File: config.mk
export PLATFORM = sky130hd
export DESIGN_NAME = mem_access_unit_flat
export DESIGN_NICKNAME = d
export VERILOG_FILES = /design/src/rtl/mem_pkg.sv /design/src/rtl/mem_access_unit_if.sv /design/src/rtl/mem_access_unit_load_align.sv /design/src/rtl/mem_access_unit.sv /design/src/flat_wrapper.sv
export SDC_FILE = /design/constraint.sdc
export NUM_CORES = 1
export LEC_CHECK = 0
export ABC_AREA = 1
export CAP_MARGIN = 20
export CORE_MARGIN = 5
export CORE_UTILIZATION = 47
export DETAILED_ROUTE_END_ITERATION = 7
export PLACE_DENSITY_LB_ADDON = 0.15
export SYNTH_ARGS = -nofsm -noshare
export SYNTH_HDL_FRONTEND = slang
export SYNTH_SLANG_ARGS = --single-unit
File: constraint.sdc
create_clock -name clk -period 4 [get_ports clk]
set_input_delay 1.2 -clock clk [delete_from_list [all_inputs] [get_ports clk]]
set_output_delay 1.2 -clock clk [all_outputs]
set_load 0.1 [all_outputs]
File: src/rtl/mem_pkg.sv
// rtl/mem_pkg.sv - shared encodings and access legality for the data memory access unit
package mem_pkg;

   localparam logic [2:0] MEM_B  = 3'b000;
   localparam logic [2:0] MEM_H  = 3'b001;
   localparam logic [2:0] MEM_W  = 3'b010;
   localparam logic [2:0] MEM_BU = 3'b100;
   localparam logic [2:0] MEM_HU = 3'b101;

   typedef enum logic [1:0] {
      S_IDLE = 2'b00,
      S_REQ  = 2'b01,
      S_WAIT = 2'b10,
      S_DONE = 2'b11
   } mau_state_e;

   // Exactly one of load/store, a defined width, and natural alignment; U-types are load-only.
   function automatic logic access_ok(input logic       is_load,
                                      input logic       is_store,
                                      input logic [2:0] rwtype,
                                      input logic [1:0] off);
      logic ok;
      case (rwtype)
         MEM_B:   ok = 1'b1;
         MEM_H:   ok = ~off[0];
         MEM_W:   ok = (off == 2'b00);
         MEM_BU:  ok = is_load;
         MEM_HU:  ok = is_load & ~off[0];
         default: ok = 1'b0;
      endcase
      return ok & (is_load ^ is_store);
   endfunction

endpackage

File: src/rtl/mem_access_unit_if.sv
// rtl/mem_access_unit_if.sv - request/grant/response data memory bus
interface mem_access_unit_if #(
   parameter int XLEN = 32
);

   logic            dmem_req;
   logic            dmem_we;
   logic [XLEN-1:0] dmem_addr;
   logic [3:0]      dmem_be;
   logic [XLEN-1:0] dmem_wdata;
   logic            dmem_gnt;
   logic            dmem_rvalid;
   logic [XLEN-1:0] dmem_rdata;

   modport master (
      output dmem_req, dmem_we, dmem_addr, dmem_be, dmem_wdata,
      input  dmem_gnt, dmem_rvalid, dmem_rdata
   );

   modport slave (
      input  dmem_req, dmem_we, dmem_addr, dmem_be, dmem_wdata,
      output dmem_gnt, dmem_rvalid, dmem_rdata
   );

endinterface

File: src/rtl/mem_access_unit_load_align.sv
// rtl/mem_access_unit_load_align.sv - combinational lane select and sign/zero extension of a load word
module load_align
   import mem_pkg::*;
#(
   parameter int XLEN = 32
) (
   input  logic [XLEN-1:0] raw_i,
   input  logic [1:0]      off_i,
   input  logic [2:0]      type_i,
   output logic [XLEN-1:0] data_o
);

   logic [XLEN-1:0] shifted;

   assign shifted = raw_i >> {off_i, 3'b000};

   always_comb begin
      data_o = shifted;
      case (type_i)
         MEM_B:   data_o = {{(XLEN-8){shifted[7]}}, shifted[7:0]};
         MEM_H:   data_o = {{(XLEN-16){shifted[15]}}, shifted[15:0]};
         MEM_BU:  data_o = {{(XLEN-8){1'b0}}, shifted[7:0]};
         MEM_HU:  data_o = {{(XLEN-16){1'b0}}, shifted[15:0]};
         default: data_o = shifted;
      endcase
   end

endmodule

File: src/rtl/mem_access_unit.sv
// rtl/mem_access_unit.sv - MEM-stage load/store sequencer with pipeline stall and fault reporting
module mem_access_unit
   import mem_pkg::*;
#(
   parameter int XLEN = 32
) (
   input  logic              clk,
   input  logic              rst,
   input  logic [XLEN-1:0]   ALUoutput_EX_MEM,
   input  logic              MemRD_out,
   input  logic              MemWR_out,
   input  logic [2:0]        MemRWType_out,
   input  logic [XLEN-1:0]   rd2_out,
   mem_access_unit_if.master dmem,
   output logic [XLEN-1:0]   load_data,
   output logic              mem_pause,
   output logic              mem_fault
);

   mau_state_e      state_q, state_d;
   logic            access, legal;
   logic            capture, load_en, pause_c, fault_c;
   logic [XLEN-1:0] addr_q, addr_d;
   logic [3:0]      be_q, be_d;
   logic [XLEN-1:0] wdata_q, wdata_d;
   logic            we_q;
   logic [1:0]      off_q;
   logic [2:0]      type_q;
   logic [XLEN-1:0] load_data_q, load_ext;

   assign access = MemRD_out | MemWR_out;
   assign legal  = access_ok(MemRD_out, MemWR_out, MemRWType_out, ALUoutput_EX_MEM[1:0]);
   assign addr_d = {ALUoutput_EX_MEM[XLEN-1:2], 2'b00};

   // Lane enables and lane-replicated store data, latched once so the bus stays stable until grant.
   always_comb begin
      be_d    = 4'b1111;
      wdata_d = rd2_out;
      case (MemRWType_out[1:0])
         2'b00: begin
            be_d    = 4'b0001 << ALUoutput_EX_MEM[1:0];
            wdata_d = {(XLEN/8){rd2_out[7:0]}};
         end
         2'b01: begin
            be_d    = 4'b0011 << ALUoutput_EX_MEM[1:0];
            wdata_d = {(XLEN/16){rd2_out[15:0]}};
         end
         default: begin
            be_d    = 4'b1111;
            wdata_d = rd2_out;
         end
      endcase
   end

   load_align #(
      .XLEN (XLEN)
   ) u_load_align (
      .raw_i  (dmem.dmem_rdata),
      .off_i  (off_q),
      .type_i (type_q),
      .data_o (load_ext)
   );

   always_comb begin
      state_d = state_q;
      capture = 1'b0;
      load_en = 1'b0;
      pause_c = 1'b0;
      fault_c = 1'b0;
      case (state_q)
         S_IDLE: begin
            if (legal) begin
               pause_c = 1'b1;
               capture = 1'b1;
               state_d = S_REQ;
            end else if (access) begin
               fault_c = 1'b1;
            end
         end
         S_REQ: begin
            pause_c = 1'b1;
            if (dmem.dmem_gnt) begin
               state_d = we_q ? S_DONE : S_WAIT;
            end
         end
         S_WAIT: begin
            pause_c = 1'b1;
            if (dmem.dmem_rvalid) begin
               load_en = 1'b1;
               state_d = S_DONE;
            end
         end
         // The upstream register advances during this cycle, so the held access is not re-taken.
         S_DONE: begin
            state_d = S_IDLE;
         end
         default: begin
            state_d = S_IDLE;
         end
      endcase
   end

   always_ff @(posedge clk) begin
      if (rst) begin
         state_q     <= S_IDLE;
         addr_q      <= '0;
         be_q        <= '0;
         wdata_q     <= '0;
         we_q        <= 1'b0;
         off_q       <= '0;
         type_q      <= '0;
         load_data_q <= '0;
      end else begin
         state_q <= state_d;
         if (capture) begin
            addr_q  <= addr_d;
            be_q    <= be_d;
            wdata_q <= wdata_d;
            we_q    <= MemWR_out;
            off_q   <= ALUoutput_EX_MEM[1:0];
            type_q  <= MemRWType_out;
         end
         if (load_en) begin
            load_data_q <= load_ext;
         end
      end
   end

   assign dmem.dmem_req   = (state_q == S_REQ);
   assign dmem.dmem_we    = we_q;
   assign dmem.dmem_addr  = addr_q;
   assign dmem.dmem_be    = be_q;
   assign dmem.dmem_wdata = wdata_q;

   assign load_data = load_data_q;
   assign mem_pause = pause_c & ~rst;
   assign mem_fault = fault_c & ~rst;

endmodule

File: src/flat_wrapper.sv
// flat-port wrapper written by rule: the top's interface ports become plain ports
module mem_access_unit_flat import mem_pkg::*;
#(
   parameter int XLEN = 32
)
  (clk, rst, ALUoutput_EX_MEM, MemRD_out, MemWR_out, MemRWType_out, rd2_out, load_data, mem_pause, mem_fault, dmem_dmem_req, dmem_dmem_we, dmem_dmem_addr, dmem_dmem_be, dmem_dmem_wdata, dmem_dmem_gnt, dmem_dmem_rvalid, dmem_dmem_rdata);
  mem_access_unit_if #(.XLEN(XLEN)) dmem_i ();
  input  logic clk;
  input  logic rst;
  input  logic [XLEN-1:0] ALUoutput_EX_MEM;
  input  logic MemRD_out;
  input  logic MemWR_out;
  input  logic [2:0] MemRWType_out;
  input  logic [XLEN-1:0] rd2_out;
  output logic [XLEN-1:0] load_data;
  output logic mem_pause;
  output logic mem_fault;
  output wire logic [$bits(dmem_i.dmem_req)-1:0] dmem_dmem_req;
  output wire logic [$bits(dmem_i.dmem_we)-1:0] dmem_dmem_we;
  output wire logic [$bits(dmem_i.dmem_addr)-1:0] dmem_dmem_addr;
  output wire logic [$bits(dmem_i.dmem_be)-1:0] dmem_dmem_be;
  output wire logic [$bits(dmem_i.dmem_wdata)-1:0] dmem_dmem_wdata;
  input wire logic [$bits(dmem_i.dmem_gnt)-1:0] dmem_dmem_gnt;
  input wire logic [$bits(dmem_i.dmem_rvalid)-1:0] dmem_dmem_rvalid;
  input wire logic [$bits(dmem_i.dmem_rdata)-1:0] dmem_dmem_rdata;
  assign dmem_dmem_req = dmem_i.dmem_req;
  assign dmem_dmem_we = dmem_i.dmem_we;
  assign dmem_dmem_addr = dmem_i.dmem_addr;
  assign dmem_dmem_be = dmem_i.dmem_be;
  assign dmem_dmem_wdata = dmem_i.dmem_wdata;
  assign dmem_i.dmem_gnt = dmem_dmem_gnt;
  assign dmem_i.dmem_rvalid = dmem_dmem_rvalid;
  assign dmem_i.dmem_rdata = dmem_dmem_rdata;
  mem_access_unit #(.XLEN(XLEN)) u_core (.clk(clk), .rst(rst), .ALUoutput_EX_MEM(ALUoutput_EX_MEM), .MemRD_out(MemRD_out), .MemWR_out(MemWR_out), .MemRWType_out(MemRWType_out), .rd2_out(rd2_out), .dmem(dmem_i), .load_data(load_data), .mem_pause(mem_pause), .mem_fault(mem_fault));
endmodule
### After elaboration in Yosys (flattened, before gate mapping)

Cells that the tools add are included.
W data, S select, Z words.

* reduce and logical (&&, ||, !) cells: 7
* shifts and indexed selects: 3
* bitwise gates (word level): 8
* equal/unequal tests: 14
* mux-type cells: 17

Operators by type and width (number)
* $pmux W32 S4: 1
* $pmux W32 S2: 1
* $shr A32 B5 Y32: 1
* $eq A3 B3 Y1 const B: 4
* $mux W1: 8
* $pmux W2 S4: 1
* $pmux W4 S2: 1
* $eq A3 B1 Y1 const B: 2
* $logic_not A2 Y1: 3
* $logic_not A3 Y1: 2
* $mux W2: 3
* $pmux W1 S5: 1
* $and A1 B1 Y1: 4
* $eq A2 B1 Y1 const B: 2
* $eq A2 B2 Y1 const B: 2
* $ne A2 B1 Y1 const B: 2
* $shl A1 B2 Y4 const A: 1
* $shl A2 B2 Y4 const A: 1
* $eq A3 B2 Y1 const B: 1
* $reduce_and A3 Y1: 1
* $ne A2 B2 Y1 const B: 1
* $not A1 Y1: 2
* $pmux W1 S2: 1
* $reduce_or A2 Y1: 1
* 2 further kinds: 2

* flip-flop bits (word level): 106
* bits of input ports: 105

### Longest topological paths before layout

* word-level depth: 7
* depth in mapped cells: 10
* depth with buffers taken out: 9

### Modules after synthesis

From an unflattened synthesis, not the netlist that was laid out.

* cells, all modules: 734
* area total of the unflattened synthesis: 5207.5 um^2

By module, submodules not included
* mem_access_unit: cells each 576, area an instance 4286.6 um^2, sequential area each 2122.0 um^2, times used 1
* load_align: cells each 158, area an instance 920.9 um^2, sequential area each 0.0 um^2, times used 1

### Worst setup path before layout

Ideal clock, no wire load.

* path kind: input to output
* start point: in MemRD_out
* end point: out mem_fault
* required time: 2.800 ns
* stages on the path: 7
* path buffers: 0
* arrival: 3.847 ns
* path slack: -1.047 ns
* cells stage by stage: inv_1 ha_1 nand2_1 nor2_4 nand2_1 nand2_1 nor3_1

* longest elaborated chain between the ends: 6
* elaborated cells on any way between the ends: 9
* those cells by class: 4 x mux; 5 x bitwise

Ends and longest elaborated chain
* start, declared: RTL line flat_wrapper.sv:11 `input logic MemRD_out;`
* $and A1 B1 Y1: RTL line mem_pkg.sv:28 `MEM_HU: ok = is_load & ~off[0];`
* $pmux W1 S5: RTL line mem_pkg.sv:23 `case (rwtype)`
* $and A1 B1 Y1: RTL line mem_pkg.sv:31 `return ok & (is_load ^ is_store);`
* $mux W1 *: RTL line mem_access_unit.sv:72 `if (legal) begin`
* $mux W1 *: RTL line mem_access_unit.sv:70 `case (state_q)`
* $and A1 B1 Y1 *: RTL line mem_access_unit.sv:137 `assign mem_fault = fault_c & ~rst;`
* end, declared: RTL line flat_wrapper.sv:17 `output logic mem_fault;`

Mark *: on every way between the ends. The rest lies on a longest branch, timed or not.

### Worst setup path after layout

* start point: in MemRD_out
* end point: out mem_pause

* longest elaborated chain between the ends: 6
* elaborated cells on any way between the ends: 7
* those cells by class: 3 x mux; 4 x bitwise

Ends and longest elaborated chain
* $and A1 B1 Y1: RTL line mem_pkg.sv:28
* $pmux W1 S5: RTL line mem_pkg.sv:23
* $and A1 B1 Y1 *: RTL line mem_pkg.sv:31
* $mux W1 *: RTL line mem_access_unit.sv:72
* $pmux W1 S2 *: RTL line mem_access_unit.sv:70
* $and A1 B1 Y1 *: RTL line mem_access_unit.sv:136 `assign mem_pause = pause_c & ~rst;`
* end, declared: RTL line flat_wrapper.sv:16 `output logic mem_pause;`

Marked as above.

==> summary.txt <==
Outcome = finished, final reports clean
Period minus WS final = 3960 ps
Number of flops mapped to enable cells by yosys = 0
Reg2reg setup slack = 1680 ps
Fraction of layout cells with a size suffix above 1 = 7.13%
Final Setup Violations = 0
Arrival @ worst endpoint = 2760 ps
Top post-synthesis cells by area = dfxtp_1 (41%), nand2_1 (20%), a21oi_1 (8.2%)
Antenna violations before repair = 0
DP HPWL = 11.9 mm
Hold path endpoint = u_core.dmem.dmem_addr[18]
Drt initial violations = 382
Synth warn = 0
Crit end category = primary output
Crit path max fanout = 4
Fin nets = 1046
Total core area = 10700 µm²
FFs w/ async S/R, synth = 0%
Pwr/cell area = 524 nW/µm²
Sum Neg Setup Slack = 0 ps
I/O Buffers = 206
Final Hold Vio Count = 0
Clock Path Buffers = 2
Critical path class = in2out
Hold Path Cell Cnt = 2
GPL Wtd Cong = 0.892
Max cap viols = 0
Slew headroom = 31.7%
R2R Path Start = u_core.state_q[0]
Worst hold slack = 473 ps
Util after Layout = 68.9%
Overall Global Routing Usage = 23.3%
GRT overflow = 0
Final Non-Filler Cells = 1080
Total power = 3.88 mW
Row count = 38
Mapped Area = 5120 µm²
Layout area overhead = 44.5%
Via count = 5477
Htree depth = 3
Area leader, netlist = dfxtp_1
Cell area after layout = 7400 µm²
Cell Area, Placed = 7160 µm²
Post-synthesis sequential area ratio = 41.4%
Max-slew violation count = 0
Leakage power = 3.14 nW
Placed Instances = 1063
Hold Path Class = reg2reg
WL per Instance = 14.8 µm
Place WS = 39.8 ps
FF+latch count, synth = 106
Worst path slowest cell = clkdlybuf4s50_1
Die Y-Extent = 114 µm
PnR worst setup slack = 43.0 ps
Synth unique cells = 27
Critical Path Max Stage Delay = 470 ps
First-pass GRT wire length = 24.9 mm
Top_reg_cell synth = dfxtp_1
Synthesized area per cell = 6.78 µm²
Count leader, synth = nand2_1
Worst IR Drop VDD = 0.336 mV
Path depth of the worst reg2reg path = 8
Worst-Skew Late Latency = 360 ps
Worst slew pin tran = 1020 ps
Final clock skew = 9.01 ps
Final wirelength = 16.0 mm
Synthesized instance count = 755
Hold_sp = u_core.dmem.dmem_addr[18]
Post-CTS Hold Buffers = 0
TritonCTS Buffers = 9
Clk slew on worst S/H paths = 110 ps
CTS Sinks = 106
Crit-path leading delay family = buffers and inverters
TritonCTS clock tree = built
Die W = 114 µm
Final antenna-violating net count = 0
Critical path launch point type = input pin
Final Cycle Share = 98.9%
Commonest cells in the netlist = nand2_1 (279), dfxtp_1 (106), a21oi_1 (84)
Starting Density = 47.7%
CP Cell Sequence = clkdlybuf4s50_1 -> inv_2 -> ha_4 -> nand2_4 -> nor2_4 -> nand3_2 -> nand2_2 -> nand2_2 -> nor2_4 -> buf_12
Max Fclk = 0.253 GHz
I/O pins = 209
Number of antenna diodes = 0
Vias in the first global route = 5320
Critical path buffers and inverters = 3
CP Data Required Time = 2800 ps
Routed vias/inst = 5.07
DRC Markers = 0
Terminus of the critical flop-to-flop path = u_core.dmem.dmem_wdata[27]
Post-synth top area share = 41.4%
DR pass1 iterations = 5
Root Driver = clkbuf_8
Die footprint = 13100 µm²
Largest net degree at the start of global routing = 74
==> logic make-up after synthesis <==
logic type | after synthesis | share of synthesized area [%]
AND/OR/NAND/NOR | 343 | 26.3
AO/OA/AOI/OAI | 167 | 18.1
buffers and inverters | 124 | 11.1
flip-flops | 106 | 41.4
multiplexers | 8 | 1.56
adder cells (fa/ha/maj) | 6 | 1.47
other | 1 | 0.0732
==> worst max path at each step <==
stage	from	to	slack (ps)	cells past startpoint
after floorplan	MemRD_out	mem_pause	140	10
after global placement	MemWR_out	mem_pause	120	10
after detailed placement	MemWR_out	mem_pause	40	10
after CTS	MemWR_out	mem_pause	40	10
after global routing	MemRD_out	mem_pause	-20	10
final	MemRD_out	mem_pause	40	10
==> per-layer routing <==
metal	GRT usage, %	share of wire [%]	vias to the layer above
met5	0	0	-
met4	9.74	3.1	0
met3	6.87	8.6	40
met2	40.8	49	236
met1	26.4	39	2467
li1	-	-	2734
==> final cells by class <==
class,instances,area (µm²)
Clock inverter,6,83.8
Inverter,74,278
Multi-Input combinational cell,526,2480
Fill cell,948,3340
Clock buffer,10,128
Sequential cell,106,2120
Tap cell,140,175
Timing Repair Buffer,218,2140
==> power breakdown <==
| part | switching, mW | internal [mW] | total (mW) | leakage, nW |
|---|---|---|---|---|
| Clock | 0.401 | 0.306 | 0.707 | 0.106 |
| Combinational | 1.40 | 0.504 | 1.91 | 2.17 |
| Sequential | 0.0790 | 1.18 | 1.26 | 0.861 |
==> registers in the layout (all words and copies together), names as in the netlist <==
name                    flops
u_core.dmem.dmem_wdata     32
u_core.dmem.dmem_be         4
u_core.off_q                2
u_core.dmem.dmem_we         1
u_core.state_q              2
u_core.dmem.dmem_addr      30
u_core.load_data           32
u_core.type_q               3
==> cell usage in the layout, fill, tap and decap left out, drive strengths merged, types with 10 or more instances in the layout <==
| master | n |
|---|---|
| nand2 | 285 |
| clkdlybuf4s50 | 189 |
| dfxtp | 106 |
| a21oi | 89 |
| inv | 76 |
| o21ai | 49 |
| nor2 | 35 |
| buf | 28 |
| nand3 | 18 |
| o21bai | 16 |
| o211ai | 11 |
| clkbuf | 10 |
==> worst min-delay path: cells and delay by family, from the launching register on <==
kind | cells | cell delay, ps
AO/OA/AOI/OAI | 1 | 50
flip-flops | 1 | 330
AND/OR/NAND/NOR | 1 | 60
==> repair_timing <==
action,in CTS,in global routing
setup buffers,0,1
setup endpoints to repair,0,2
resized for setup,0,8
(Power assumes the default switching activity.)
